===== src/rtl/mem_wb_stage_pkg.sv =====
// Shared definitions for the MEM/WB stage: write-back select encoding and the
// stage payload layout at the default widths (DATA_W=32, REG_AW=5).
package mem_wb_stage_pkg;

  localparam logic [1:0] WB_ALU  = 2'd0;
  localparam logic [1:0] WB_MEM  = 2'd1;
  localparam logic [1:0] WB_LINK = 2'd2;
  localparam logic [1:0] WB_MOV  = 2'd3;

  localparam int PAYLOAD_DATA_W = 32;
  localparam int PAYLOAD_REG_AW = 5;

  typedef struct packed {
    logic                      reg_write;
    logic [1:0]                wb_sel;
    logic                      mov_cond;
    logic [PAYLOAD_DATA_W-1:0] mem_data;
    logic [PAYLOAD_DATA_W-1:0] alu_result;
    logic [PAYLOAD_DATA_W-1:0] pc;
    logic [PAYLOAD_REG_AW-1:0] wr_reg;
  } mem_wb_payload_t;

endpackage


===== src/rtl/mem_wb_stage_wb_select.sv =====
// Combinational write-back value mux and write-enable qualification; shared
// with the forwarding unit so both agree on the final write-back value.
module wb_select
  import mem_wb_stage_pkg::*;
#(
  parameter int DATA_W      = 32,
  parameter int REG_AW      = 5,
  parameter int LINK_OFFSET = 8
) (
  input  logic              valid,
  input  logic              reg_write,
  input  logic [1:0]        wb_sel,
  input  logic              mov_cond,
  input  logic [DATA_W-1:0] mem_data,
  input  logic [DATA_W-1:0] alu_result,
  input  logic [DATA_W-1:0] pc,
  input  logic [REG_AW-1:0] wr_reg,
  output logic [DATA_W-1:0] wr_data,
  output logic              wr_en
);

  always_comb begin
    wr_data = alu_result;
    case (wb_sel)
      WB_MEM:  wr_data = mem_data;
      WB_LINK: wr_data = pc + DATA_W'(LINK_OFFSET);
      default: wr_data = alu_result;
    endcase
  end

  // Register 0 is hardwired; a MOV with a false condition is a no-op.
  assign wr_en = valid && reg_write && (wr_reg != '0) &&
                 ((wb_sel != WB_MOV) || mov_cond);

endmodule


===== src/rtl/mem_wb_stage.sv =====
// MEM/WB pipeline stage with valid/ready handshake, flush and stall counter.
// Define MEM_WB_STAGE_SKID_EN for a one-entry skid buffer with registered in_ready.
module mem_wb_stage
  import mem_wb_stage_pkg::*;
#(
  parameter int DATA_W      = 32,
  parameter int REG_AW      = 5,
  parameter int LINK_OFFSET = 8,
  parameter int STALL_CNT_W = 16
) (
  input  logic                   Clk,
  input  logic                   Rst,
  input  logic                   flush,
  input  logic                   in_valid,
  output logic                   in_ready,
  input  logic                   in_reg_write,
  input  logic [1:0]             in_wb_sel,
  input  logic                   in_mov_cond,
  input  logic [DATA_W-1:0]      in_mem_data,
  input  logic [DATA_W-1:0]      in_alu_result,
  input  logic [DATA_W-1:0]      in_pc,
  input  logic [REG_AW-1:0]      in_wr_reg,
  output logic                   out_valid,
  input  logic                   out_ready,
  output logic                   out_reg_write,
  output logic [REG_AW-1:0]      out_wr_reg,
  output logic [DATA_W-1:0]      out_wr_data,
  output logic [STALL_CNT_W-1:0] stall_cnt
);

  // Same field order as mem_wb_payload_t, sized by this instance's parameters.
  typedef struct packed {
    logic              reg_write;
    logic [1:0]        wb_sel;
    logic              mov_cond;
    logic [DATA_W-1:0] mem_data;
    logic [DATA_W-1:0] alu_result;
    logic [DATA_W-1:0] pc;
    logic [REG_AW-1:0] wr_reg;
  } payload_t;

  // Handshake: a beat moves when valid && ready on the same rising edge; valid
  // never waits on ready, and a held beat stays bit-stable until it moves.
  payload_t in_beat;
  payload_t main_q;
  logic     main_valid;
  logic     in_fire;
  logic     out_fire;

  assign in_beat = '{reg_write:  in_reg_write,
                     wb_sel:     in_wb_sel,
                     mov_cond:   in_mov_cond,
                     mem_data:   in_mem_data,
                     alu_result: in_alu_result,
                     pc:         in_pc,
                     wr_reg:     in_wr_reg};

  assign in_fire  = in_valid && in_ready;
  assign out_fire = main_valid && out_ready;

`ifdef MEM_WB_STAGE_SKID_EN
  payload_t skid_q;
  logic     skid_valid;

  assign in_ready = !skid_valid && !Rst;

  always_ff @(posedge Clk) begin
    if (Rst) begin
      main_valid <= 1'b0;
      main_q     <= '0;
      skid_valid <= 1'b0;
      skid_q     <= '0;
    end else if (flush) begin
      main_valid <= 1'b0;
      skid_valid <= 1'b0;
    end else if (out_fire || !main_valid) begin
      // Main slot frees up: the older skid beat has priority to keep order.
      if (skid_valid) begin
        main_q     <= skid_q;
        main_valid <= 1'b1;
        skid_valid <= 1'b0;
      end else if (in_fire) begin
        main_q     <= in_beat;
        main_valid <= 1'b1;
      end else begin
        main_valid <= 1'b0;
      end
    end else if (in_fire) begin
      skid_q     <= in_beat;
      skid_valid <= 1'b1;
    end
  end
`else
  assign in_ready = (!main_valid || out_ready) && !Rst;

  always_ff @(posedge Clk) begin
    if (Rst) begin
      main_valid <= 1'b0;
      main_q     <= '0;
    end else if (flush) begin
      main_valid <= 1'b0;
    end else if (in_fire) begin
      main_q     <= in_beat;
      main_valid <= 1'b1;
    end else if (out_fire) begin
      main_valid <= 1'b0;
    end
  end
`endif

  always_ff @(posedge Clk) begin
    if (Rst) begin
      stall_cnt <= '0;
    end else if (main_valid && !out_ready && (stall_cnt != '1)) begin
      stall_cnt <= stall_cnt + 1'b1;
    end
  end

  assign out_valid  = main_valid;
  assign out_wr_reg = main_q.wr_reg;

  wb_select #(
    .DATA_W      (DATA_W),
    .REG_AW      (REG_AW),
    .LINK_OFFSET (LINK_OFFSET)
  ) u_wb_select (
    .valid      (main_valid),
    .reg_write  (main_q.reg_write),
    .wb_sel     (main_q.wb_sel),
    .mov_cond   (main_q.mov_cond),
    .mem_data   (main_q.mem_data),
    .alu_result (main_q.alu_result),
    .pc         (main_q.pc),
    .wr_reg     (main_q.wr_reg),
    .wr_data    (out_wr_data),
    .wr_en      (out_reg_write)
  );

endmodule


===== config.mk =====
export PLATFORM = sky130hd
export DESIGN_NAME = mem_wb_stage
export DESIGN_NICKNAME = d
export VERILOG_FILES = /design/src/rtl/mem_wb_stage_pkg.sv /design/src/rtl/mem_wb_stage_wb_select.sv /design/src/rtl/mem_wb_stage.sv
export SDC_FILE = /design/constraint.sdc
export NUM_CORES = 1
export LEC_CHECK = 0
export ABC_AREA = 0
export BUFFER_PORTS_ARGS = -buffer_cell sky130_fd_sc_hd__buf_2
export CORE_ASPECT_RATIO = 0.9
export CORE_MARGIN = 3
export CORE_UTILIZATION = 47
export DETAILED_ROUTE_END_ITERATION = 16
export HOLD_SLACK_MARGIN = 0.12
export PLACE_DENSITY = 0.8
export REMOVE_ABC_BUFFERS = 1
export SLEW_MARGIN = 20
export SYNTH_ARGS = -nofsm -noshare
export SYNTH_HDL_FRONTEND = slang
export SYNTH_SLANG_ARGS = --single-unit
export TNS_END_PERCENT = 1

===== constraint.sdc =====
create_clock -name Clk -period 1.96 [get_ports Clk]
set_clock_uncertainty 0.05 [all_clocks]
set_input_delay 0.49 -clock Clk [delete_from_list [all_inputs] [get_ports Clk]]
set_output_delay 0.49 -clock Clk [all_outputs]
set_load 0.03 [all_outputs]

Word-level counts from Yosys, hierarchy flattened

Index checks and enable logic that the tools add are counted.

Output and inout bits: 56
Logic and storage cells: 36
Input port bits: 110
Register bits: 122

Mux-type cells: 3
Reductions and logical operators: 17
Equal/unequal tests: 4
$add $sub $neg: 2
Bitwise gates (word level): 1

Operator list:

| cell                    | number |
|---|---|
| $pmux W32 S2            | 1 |
| $add A32 B4 Y32 const B | 1 |
| $add A16 B1 Y16 const B | 1 |
| $ne A16 B16 Y1 const B  | 1 |
| $logic_and A1 B1 Y1     | 8 |
| $reduce_bool A5 Y1      | 1 |
| $logic_not A1 Y1        | 3 |
| $eq A2 B1 Y1 const B    | 1 |
| $eq A2 B2 Y1 const B    | 1 |
| $logic_or A1 B1 Y1      | 2 |
| $mux W1                 | 2 |
| $ne A2 B2 Y1 const B    | 1 |
| $reduce_and A2 Y1       | 1 |
| $reduce_bool A2 Y1      | 1 |
| $reduce_or A2 Y1        | 1 |
| $not A1 Y1              | 1 |

Longest topological paths before layout

Depth after elaboration: 5
Depth in mapped cells: 8
Mapped depth without buffers: 6

By module

From an unflattened synthesis, not the netlist that was laid out.

Cell total of the unflattened synthesis: 757
Area, all modules: 5730.5 um2

By module, submodules not included:

| module       | area each (um2) | cells each | sequential area each (um2) | times used |
|---|---|---|---|---|
| mem_wb_stage | 4534.3          | 561        | 2442.3                     | 1 |
| wb_select    | 1196.1          | 196        | 0.0                        | 1 |

Worst setup path before layout

No wires, ideal clock.

Path type: register to output
From: register main_q[8] in the netlist's numbering
To: output port out_wr_data[27]
Path buffers: 0
Arrival: 2.079 ns
Cell stages (with the launch flop): 7
Slack: -0.659 ns
Data required time: 1.420 ns
Path through: dfxtp_1 -> ha_1 -> nand4_1 -> nor4_4 -> nand3_1 -> xor2_1 -> a221oi_1

Word-level cells in the longest chain between the ends: 2

RTL lines:

| what                   | RTL line                     | RTL |
|---|---|---|
| from (decl)            | mem_wb_stage.sv:45           | `payload_t main_q;` |
| from (signal assigned) | mem_wb_stage.sv:103          | `main_q <= in_beat;` |
| $add A32 B4 Y32        | mem_wb_stage_wb_select.sv:26 | `WB_LINK: wr_data = pc + DATA_W'(LINK_OFFSET);` |
| $pmux W32 S2           | mem_wb_stage_wb_select.sv:24 | `case (wb_sel)` |
| to (decl)              | mem_wb_stage.sv:27           | `output logic [DATA_W-1:0] out_wr_data,` |

Every way passes these cells.

Worst setup path after layout

From: register main_q[8] in the netlist's numbering
To: output port out_wr_data[29]

Same word-level chain as after synthesis.

==> impl_metrics.yaml <==
status:
  outcome: "finished, violations left"
  violations: "setup timing"
hold_path:
  min_from: "flush"
  holdPathStages: 2
  holdCritPathClass: "primary input to register"
  min_to: "out_valid"
placement:
  place_worst_setup_slack_ns: -0.400
  port_buffers: 165
  dp.cells: 1096
  gp_congestion: 0.881
  hpwl_um: 11300
clock_network:
  clk_pin_slew_ns: 0.06
  cts.path.max_buffers: 2
  cts_hold_buf: 0
  cts-htree-levels: 4
  cts_sinks: 122
  cts_root_buf: "clkbuf_16"
  cts_tree: "built"
  insertion_delay_ns: 0.41
  cts_buffers: 17
cells_and_area:
  final_common_cell: "nand2_1"
  stdcell_count: 1132
  drive_above_1_share_pct: 32.8
  final_core_util_pct: 69.8
  nNetsFinal: 1078
  largest_reg_flops: 100
  final_cell_mix: "267 x nand2_1, 131 x buf_2, 115 x a21oi_1"
  antenna_cells: 0
  area_growth_pct: 42.7
timing:
  setup_viol: 33
  rsz0062_at_grt: "yes"
  layout_min_cycle_time_ns: 2.69
  fin_crit_sh_pct: 137
  slew_viol_final: 0
  slew_headroom_pct: 63.9
  worst_pin_slew_ns: 0.541
  fmax_mhz: 372
  finalHoldViolCount: 0
  finalWorstSetupSlack_ns: -0.727
power:
  ir_worst_vdd_uv: 529
  leakage_nw: 3.25
  power.density_mw_per_mm2: 817
yosys:
  ys_ff_latch: 122
  syn_area_mm2: 0.00569
  ys_warn_count: 0
  ys.flop_type: "dfxtp_1"
  synth.distinct_cells: 43
  async_flop_share_pct: 0
  netlist_instances: 757
  synth_edf_count: 0
  synth_top_area_cell: "dfxtp_1"
  syn_area_per_cell_um2: 7.51
  synth_top_area_share_pct: 42.9
  synth_area_leaders: "dfxtp_1 43%, nand2_1 18%, a21oi_1 10%"
  synth-seq-area-share_pct: 42.9
setup_path:
  ff2ff_path_depth: 6
  cp_max_fo: 3
  critical_path_required_ns: 1.42
  reg2reg_setup_slack_ns: 0.11
  crit_slowest_cell: "dfxtp_2"
  path_cells: "ha_4 -> nand4_1 -> nor4_4 -> buf_4 -> nand4_1 -> xor2_1 -> o221ai_1 -> buf_4"
  r2r-end: "stall_cnt[1]"
  startpoint_type: "register"
  reg2reg_from: "stall_cnt[1]"
  crit_type: "register to output pin"
  cp-end-kind: "output pin"
  max_stage_delay_ns: 0.36
  arrival_ns: 2.15
global_routing:
  grt_pass1_wl_um: 26200
  antenna_found_initial: 0
  grt_pass1_vias: 5552
  track_usage_pct: 24.8
  grt_max_degree: 123
  overflow: 0
detailed_routing:
  drt-initial-drc-count: 461
  vias: 6011
  final_antenna_net_count: 0
  totalWireLength_um: 16900
  via_per_inst: 5.31
  route.detailed.drc: 0
  drtPass1Iterations: 6
  wire_per_inst_um: 14.9
floorplan:
  core_area_mm2: 0.0116
  start_util_pct: 49.0
  dieWidth_um: 122
  rows: 37
  ioPinCount: 166
  die_h_um: 110
  die_area_mm2: 0.0135
run:
  drv_cap: 0
worst max-delay path: cells and delay by family (launching register included):
family	cells	cell delay, ns
compound gates	1	0.17
xor+xnor	1	0.17
fa+ha+maj	1	0.13
buf+inv	2	0.36
flops	1	0.36
simple gates	3	0.54
synth_stat cells (13+ instances only):
master / n
buf_2: 13
dfxtp_1: 122
clkbuf_1: 33
nor2_1: 20
nand2_1: 269
nand4_1: 14
o21ai_0: 13
xor2_1: 21
xnor2_1: 14
o221ai_1: 14
a21oi_1: 115
final cells by class:
cell class	instances	area, um^2
Fill cell	952	3500
Clock inverter	13	193
Sequential cell	122	2460
Inverter	12	45.0
Multi-Input combinational cell	567	3110
Tap cell	156	195
Timing Repair Buffer	243	1660
Clock buffer	19	453
layer usage:
layer / vias up / routed length [um] / GRT usage [%] / share of wire, %
li1: 2969 / - / - / -
met1: 2823 / 7010 / 30.1 / 42
met2: 196 / 8460 / 43.1 / 50
met3: 23 / 1180 / 6.38 / 7.0
met4: 0 / 222 / 8.72 / 1.3
met5: - / 0 / 0 / 0
logic make-up (layout without fill, tap and decap cells):
logic type	Yosys count	after routing	synth area share, %
compound gates	169	169	17.6
buf+inv	68	287	5.10
mux	1	1	0.176
simple gates	357	357	27.7
xor+xnor	35	35	5.39
fa+ha+maj	5	5	1.10
flops	122	122	42.9
power by group:
| group | leakage (nW) | internal, W | total [W] | switching (W) |
|---|---|---|---|---|
| Combinational | 1.96 | 0.000279 | 0.000645 | 0.000366 |
| Clock | 0.298 | 0.00220 | 0.00338 | 0.00118 |
| Sequential | 0.995 | 0.00256 | 0.00260 | 0.0000430 |
| Total | 3.25 | 0.00504 | 0.00663 | 0.00159 |
metrics by stage:
stage | TNS (ns) | area [um^2] | power (W) | hold WS (ns)
2_1_floorplan | -141.99 | 5440 | 0.00291 | 0.380
3_3_place_gp | -6.50 | 7150 | 0.00324 | 0.392
3_5_place_dp | -7.27 | 7150 | 0.00325 | 0.397
4_1_cts | -17.77 | 8010 | 0.00666 | 0.189
5_1_grt | -21.63 | 8120 | 0.00684 | 0.188
6_report | -17.99 | 8120 | 0.00663 | 0.195
what timing repair did:
item                       CTS  global route
pin swaps                   19             5
buffers inserted             1             3
resized for setup           76            19
setup endpoints to repair   33            36
worst max path at each step:
stage,startpoint,to,cells after the start,slack [ns]
5_1_grt,main_q[8],out_wr_data[29],8,-0.89
3_3_place_gp,main_q[8],out_wr_data[27],7,-0.38
6_report,main_q[8],out_wr_data[29],8,-0.73
4_1_cts,main_q[9],out_wr_data[29],8,-0.83
3_5_place_dp,main_q[8],out_wr_data[29],8,-0.40
2_1_floorplan,main_q[102],out_wr_data[27],5,-1.24
Power figures use the tool's default switching activity.
